===== src/rtl/fp_pack_pkg.sv =====
// Package fp_pack_pkg
// Shared types and helpers for the subnormal/exponent packer.
//   pack_state_e : packer FSM states (IDLE, SHIFT, DONE)
//   EXPO_MAX(w)  : all-ones exponent field value (inf/NaN code) for a w-bit field
//   CNT_SAT(w)   : shift-count ceiling for a w-bit mantissa field; beyond this
//                  every input bit already sits in guard/sticky
package fp_pack_pkg;

    typedef enum logic [1:0] {
        IDLE  = 2'd0,
        SHIFT = 2'd1,
        DONE  = 2'd2
    } pack_state_e;

    function automatic int EXPO_MAX(input int expo_w);
        return (1 << expo_w) - 1;
    endfunction

    function automatic int CNT_SAT(input int mant_w);
        return mant_w + 2;
    endfunction

endpackage


===== src/rtl/fp_rne_round.sv =====
// Module fp_rne_round
// Combinational rounding of a right-shifted mantissa.
// Build option: SUBNORM_PACK_RNE_EN
//   defined   : round-to-nearest-even on {lsb, guard, sticky}
//   undefined : pass-through (truncate toward zero)
// Ports:
//   mant     in  MANT_W+1  shifted mantissa incl. hidden-bit position
//   guard    in  1         first bit shifted out
//   sticky   in  1         OR of all bits shifted out after guard
//   mant_rnd out MANT_W+1  rounded mantissa
//   carry    out 1         rounding reached the hidden-bit position
module fp_rne_round #(
    parameter int MANT_W = 23
) (
    input  logic [MANT_W:0] mant,
    input  logic            guard,
    input  logic            sticky,
    output logic [MANT_W:0] mant_rnd,
    output logic            carry
);

`ifdef SUBNORM_PACK_RNE_EN
    logic inc;
    assign inc      = guard & (sticky | mant[0]);
    // The caller always supplies a mantissa shifted at least once, so its MSB
    // is clear and the increment cannot overflow the vector.
    assign mant_rnd = mant + {{MANT_W{1'b0}}, inc};
`else
    logic unused_rnd;
    assign unused_rnd = guard | sticky;
    assign mant_rnd   = mant;
`endif

    assign carry = mant_rnd[MANT_W];

endmodule


===== src/rtl/subnorm_expo_pack.sv =====
// Module subnorm_expo_pack
// Packs {sign, extended signed exponent, mantissa with hidden bit} into an FP
// word. Normal, zero and overflow inputs pack in one cycle; tiny inputs are
// right-shifted one bit per cycle with guard/sticky tracking, then rounded.
// Build option: SUBNORM_PACK_RNE_EN (round-to-nearest-even, else truncate),
// applied inside fp_rne_round.
// Ports:
//   clk, rst_n        clock, synchronous active-low reset
//   in_vld / in_rdy   input handshake (in_rdy only in IDLE)
//   ind_sign          sign
//   ind_expo          signed biased exponent, 1 = min normal
//   ind_mant          mantissa with hidden bit as MSB; zero = zero operand
//   out_vld / out_rdy result handshake
//   res               packed {sign, expo, mant}
//   res_uf            tiny before rounding
//   res_inx           nonzero bits were discarded
module subnorm_expo_pack
    import fp_pack_pkg::*;
#(
    parameter  int SIGN_W = 1,
    parameter  int EXPO_W = 8,
    parameter  int MANT_W = 23,
    localparam int FP_W   = SIGN_W + EXPO_W + MANT_W,
    localparam int CNT_W  = $clog2(MANT_W + 3)
) (
    input  logic              clk,
    input  logic              rst_n,
    input  logic              in_vld,
    output logic              in_rdy,
    input  logic [SIGN_W-1:0] ind_sign,
    input  logic [EXPO_W+1:0] ind_expo,
    input  logic [MANT_W:0]   ind_mant,
    output logic              out_vld,
    input  logic              out_rdy,
    output logic [FP_W-1:0]   res,
    output logic              res_uf,
    output logic              res_inx
);

    localparam int EMAX = EXPO_MAX(EXPO_W);
    localparam int CSAT = CNT_SAT(MANT_W);

    pack_state_e st, st_nx;

    logic [SIGN_W-1:0] sign_q;
    logic [MANT_W:0]   mant_q;
    logic              guard_q, sticky_q;
    logic [CNT_W-1:0]  cnt_q;

    // Input classification
    int                expo_i;
    int                sh_lim;
    logic              is_sub;
    logic [CNT_W-1:0]  sub_cnt;
    logic [EXPO_W-1:0] fast_expo;
    logic [MANT_W-1:0] fast_mant;

    always_comb begin
        expo_i    = int'($signed(ind_expo));
        is_sub    = (ind_mant != '0) && (expo_i <= 0);
        sh_lim    = 1 - expo_i;
        if (sh_lim > CSAT) sh_lim = CSAT;
        sub_cnt   = CNT_W'(sh_lim);
        fast_expo = '0;
        fast_mant = '0;
        if (ind_mant == '0) begin
            fast_expo = '0;
        end else if (expo_i >= EMAX) begin
            fast_expo = '1;
        end else if (expo_i >= 1) begin
            fast_expo = ind_expo[EXPO_W-1:0];
            fast_mant = ind_mant[MANT_W-1:0];
        end
    end

    // One shift step; rounding looks at the post-shift values so the final
    // step can pack in the same cycle.
    logic [MANT_W:0] mant_sh, mant_rnd;
    logic            guard_sh, sticky_sh, rnd_carry, last_shift;

    assign mant_sh    = mant_q >> 1;
    assign guard_sh   = mant_q[0];
    assign sticky_sh  = sticky_q | guard_q;
    assign last_shift = (cnt_q == CNT_W'(1));

    fp_rne_round #(.MANT_W(MANT_W)) u_rnd (
        .mant     (mant_sh),
        .guard    (guard_sh),
        .sticky   (sticky_sh),
        .mant_rnd (mant_rnd),
        .carry    (rnd_carry)
    );

    // FSM
    always_ff @(posedge clk) begin
        if (!rst_n) st <= IDLE;
        else        st <= st_nx;
    end

    always_comb begin
        st_nx   = st;
        in_rdy  = 1'b0;
        out_vld = 1'b0;
        case (st)
            IDLE: begin
                in_rdy = 1'b1;
                if (in_vld) st_nx = is_sub ? SHIFT : DONE;
            end
            SHIFT: begin
                if (last_shift) st_nx = DONE;
            end
            DONE: begin
                out_vld = 1'b1;
                if (out_rdy) st_nx = IDLE;
            end
            default: st_nx = IDLE;
        endcase
    end

    // Datapath and result registers
    always_ff @(posedge clk) begin
        if (!rst_n) begin
            sign_q   <= '0;
            mant_q   <= '0;
            guard_q  <= 1'b0;
            sticky_q <= 1'b0;
            cnt_q    <= '0;
            res      <= '0;
            res_uf   <= 1'b0;
            res_inx  <= 1'b0;
        end else begin
            case (st)
                IDLE: if (in_vld) begin
                    sign_q   <= ind_sign;
                    mant_q   <= ind_mant;
                    guard_q  <= 1'b0;
                    sticky_q <= 1'b0;
                    cnt_q    <= sub_cnt;
                    res_uf   <= is_sub;
                    res_inx  <= 1'b0;
                    if (!is_sub) res <= {ind_sign, fast_expo, fast_mant};
                end
                SHIFT: begin
                    mant_q   <= mant_sh;
                    guard_q  <= guard_sh;
                    sticky_q <= sticky_sh;
                    cnt_q    <= cnt_q - CNT_W'(1);
                    if (last_shift) begin
                        // A rounding carry into the hidden bit promotes the
                        // result to the smallest normal.
                        res     <= {sign_q, (rnd_carry ? EXPO_W'(1) : EXPO_W'(0)),
                                    mant_rnd[MANT_W-1:0]};
                        res_inx <= guard_sh | sticky_sh;
                    end
                end
                default: ;
            endcase
        end
    end

endmodule


===== config.mk =====
export PLATFORM = sky130hd
export DESIGN_NAME = subnorm_expo_pack
export DESIGN_NICKNAME = d
export VERILOG_FILES = /design/src/rtl/fp_pack_pkg.sv /design/src/rtl/fp_rne_round.sv /design/src/rtl/subnorm_expo_pack.sv
export SDC_FILE = /design/constraint.sdc
export NUM_CORES = 1
export LEC_CHECK = 0
export ABC_AREA = 1
export BUFFER_PORTS_ARGS = -buffer_cell sky130_fd_sc_hd__buf_2
export CORE_UTILIZATION = 30
export DETAILED_ROUTE_END_ITERATION = 8
export GPL_ROUTABILITY_DRIVEN = 0
export PLACE_DENSITY_LB_ADDON = 0.15
export SETUP_SLACK_MARGIN = 0.05
export SLEW_MARGIN = 20
export SYNTH_ARGS = -nofsm -noshare
export SYNTH_HDL_FRONTEND = slang
export SYNTH_SLANG_ARGS = --single-unit

===== constraint.sdc =====
create_clock -name clk -period 4.1 [get_ports clk]
set_input_delay 0.615 -clock clk [delete_from_list [all_inputs] [get_ports clk]]
set_output_delay 0.615 -clock clk [all_outputs]
set_load 0.02 [all_outputs]

==> results_dict.tcl <==
set metrics [dict create \
    diodes 0 \
    yosys-top-cells-count "nand2_1 (107), nor2_1 (90), dfxtp_1 (68), nand3_1 (40), o21ai_0 (33)" \
    crit_type "in2reg" \
    period_share_pct 60.0 \
    critPathLaunch "ind_expo[4]" \
    vias 3502 \
    ant_nets 0 \
    min_path_type "reg2reg" \
    clock-sinks 68 \
    post-cts-setup-buffer-count 0 \
    cts_tree "yes" \
    yosysMostFrequentCell "nand2_1" \
    worst_pin_slew_ps 753 \
    fp.dieW_um 109 \
    cp_max_fo 34 \
    ir_worst_vdd_mv 0.178 \
    reg2reg_to "mant_q[15]" \
    syn_area_per_cell_um2 6.76 \
    post_cts_resized 0 \
    synth_edf_count 0 \
    tns_ps 0 \
    yosysSeqAreaShare_pct 39.6 \
    cts_buffer_depth 2 \
    critical_path.slowest_cell "nand2_2" \
    grt_max_degree 49 \
    fin_nets 611 \
    initial_core_util_pct 31.3 \
    worstHoldStart "mant_q[23]" \
    rsz0062_at_grt "false" \
    drt-wirelength-per-cell_um 13.6 \
    finalMaxSlewViolations 0 \
    syn_area_um2 3440 \
    grt_usage_pct 17.2 \
    grt_first_pass_wirelength_mm 15.7 \
    synthDistinctLibCells 28 \
    dp_hpwl_mm 6.62 \
    viasPerCell 4.92 \
    slew_headroom_pct 49.7 \
    regArea_um2 1360 \
    nFillCells 1222 \
    status "finished, final reports clean" \
    synth_fa_ha_area_share_pct 1.46 \
    cts_max_level 3 \
    area_growth_pct 20.2 \
    leakagePower_nw 1.80 \
    start_kind "primary input" \
    ios 75 \
    multiInputGateArea_um2 1800 \
    cts_root_buf "clkbuf_16" \
    r2r-start "st[1]" \
    hold_viol 0 \
    dr.first_iter.drc_count 208 \
    design_area_um2 4140 \
    hold_buffers 0 \
    synth_compound_area_share_pct 18.0 \
    placed_area_um2 3840 \
    r2r_slack_ps 1680 \
    antenna_found_initial 0 \
    yosys.area.top_type_share_pct 39.6 \
    yosys.area_share.simple_pct 32.3 \
    crit_required_ps 4310 \
    ys_async_sr_fraction_pct 0 \
    max_freq_ghz 0.407 \
    ys_top_cells_by_area "dfxtp_1 (40%), nand2_1 (12%), nor2_1 (9.8%)" \
    synth_mux_area_share_pct 0 \
    io_buffers 74 \
    synth_top_family_by_area "simple AND/OR/NAND/NOR gates" \
    crit_chain "buf_2, nor2_2, nand2_1, nor2_1, nand3_1, nand2_1, nand3_1, nand2_2, inv_2, o21ai_0, nor2_1" \
    dr.pass1.iters 6 \
    crit_end "res[16]" \
    syn_nets 552 \
    core_um2 11000 \
    drc_errors 0 \
    die_h_um 109 \
    finalWirelength_mm 9.68 \
    maxCapViolCount 0 \
    crit_arrival_ps 2670 \
    grt_overflow 0 \
    yosysTopAreaCell "dfxtp_1" \
    end_kind "flip-flop" \
    yosysWarnings 0 \
    power-per-cell-area_nw_per_um2 460 \
    ys_ff_latch 68 \
    setup_violations 0 \
    ys_dominant_reg_cell "dfxtp_1" \
    post-route-min-period_ps 2460 \
    num_rows 38 \
    clk_latency_ps 330 \
    critPathMaxStageDelay_ps 550 \
    post-route-util_pct 37.7 \
    finClkSkew_ps 3.99 \
    reg2reg_depth 7 \
    synth_cells 509 \
    path_clk_slew_ps 50 \
    numCtsBuffers 9 \
    synth-xor-area-share_pct 0.509 \
    die-area_um2 11900 \
    drive_gt1_share_pct 18.9 \
    first_global_vias 3150 \
]
-- flip-flops by register name, summed over array words and instances (netlist names) --
| register | flops |
|---|---|
| st | 2 |
| res_uf | 1 |
| res_inx | 1 |
| sign_q | 1 |
| mant_q | 24 |
| sticky_q | 1 |
| guard_q | 1 |
| cnt_q | 5 |
| res | 32 |
-- cell families (layout without fill, tap and decap cells) --
| logic type | Yosys count | in the layout |
|---|---|---|
| AO/OA/AOI/OAI | 111 | 111 |
| buffers and inverters | 61 | 124 |
| XOR/XNOR | 2 | 2 |
| adder cells (fa/ha/maj) | 4 | 4 |
| flip-flops | 68 | 68 |
| AND/OR/NAND/NOR | 263 | 263 |
-- area by class of cell --
type	count	area share, %
clock buffers	14	6.87
clock inverters	1	0.121
inverters	33	3.06
multi-input cells	380	43.5
flip-flops and latches	68	32.9
well taps	140	4.24
repair buffers	76	9.32
-- metal layers --
layer  track usage [%]  routed length (µm)  share of wire [%]
met3              4.48                 591                6.1
met2              28.3                4330                 45
met5                 0                   0                  0
met1              22.2                4660                 48
met4              4.54                 104                1.1
-- layout by cell type (no fill, tap or decap), types with 2 or more instances in the layout --
| master | count |
|---|---|
| nand2_2 | 2 |
| ha_1 | 4 |
| clkbuf_8 | 4 |
| nor2_1 | 90 |
| clkbuf_16 | 9 |
| o21ai_0 | 33 |
| nand4_1 | 4 |
| inv_1 | 28 |
| dfxtp_1 | 68 |
| nand2_1 | 106 |
| nand3_1 | 40 |
| nor2_2 | 6 |
| o21ai_1 | 24 |
| a31oi_1 | 17 |
| nor2_4 | 3 |
| inv_2 | 4 |
| buf_2 | 74 |
| nor3_1 | 10 |
| buf_4 | 2 |
| a21oi_1 | 21 |
| a211oi_1 | 14 |
-- power by group --
group | total [W] | switching, W | internal [W]
Sequential | 0.000765 | 0.0000340 | 0.000731
Combinational | 0.000401 | 0.000271 | 0.000130
Clock | 0.000739 | 0.000268 | 0.000471
-- worst max-delay path: cells and delay by family --
family / cells / cell delay, ps
AO/OA/AOI/OAI: 1 / 260
AND/OR/NAND/NOR: 8 / 1250
buffers and inverters: 2 / 540
-- how the worst min path moves through the flow --
stage,endpoint,slack [ps],cells after the start
final,mant_q[23],460,2
after global routing,guard_q,470,2
after CTS,guard_q,460,2
after detailed placement,mant_q[23],450,2
after global placement,guard_q,450,2
after floorplan,guard_q,440,2
-- through the flow --
| step | hold slack (ps) | total power, W | setup WS (ps) | cells |
|---|---|---|---|---|
| 2_1_floorplan | 437 | 0.00106 | 2140 | 509 |
| 3_3_place_gp | 449 | 0.00118 | 1330 | 697 |
| 3_5_place_dp | 452 | 0.00118 | 1280 | 697 |
| 4_1_cts | 460 | 0.00193 | 1620 | 712 |
| 5_1_grt | 473 | 0.00201 | 1370 | 712 |
| 6_report | 459 | 0.00190 | 1640 | 712 |
Note: power is estimated with default switching activity, not from simulation.
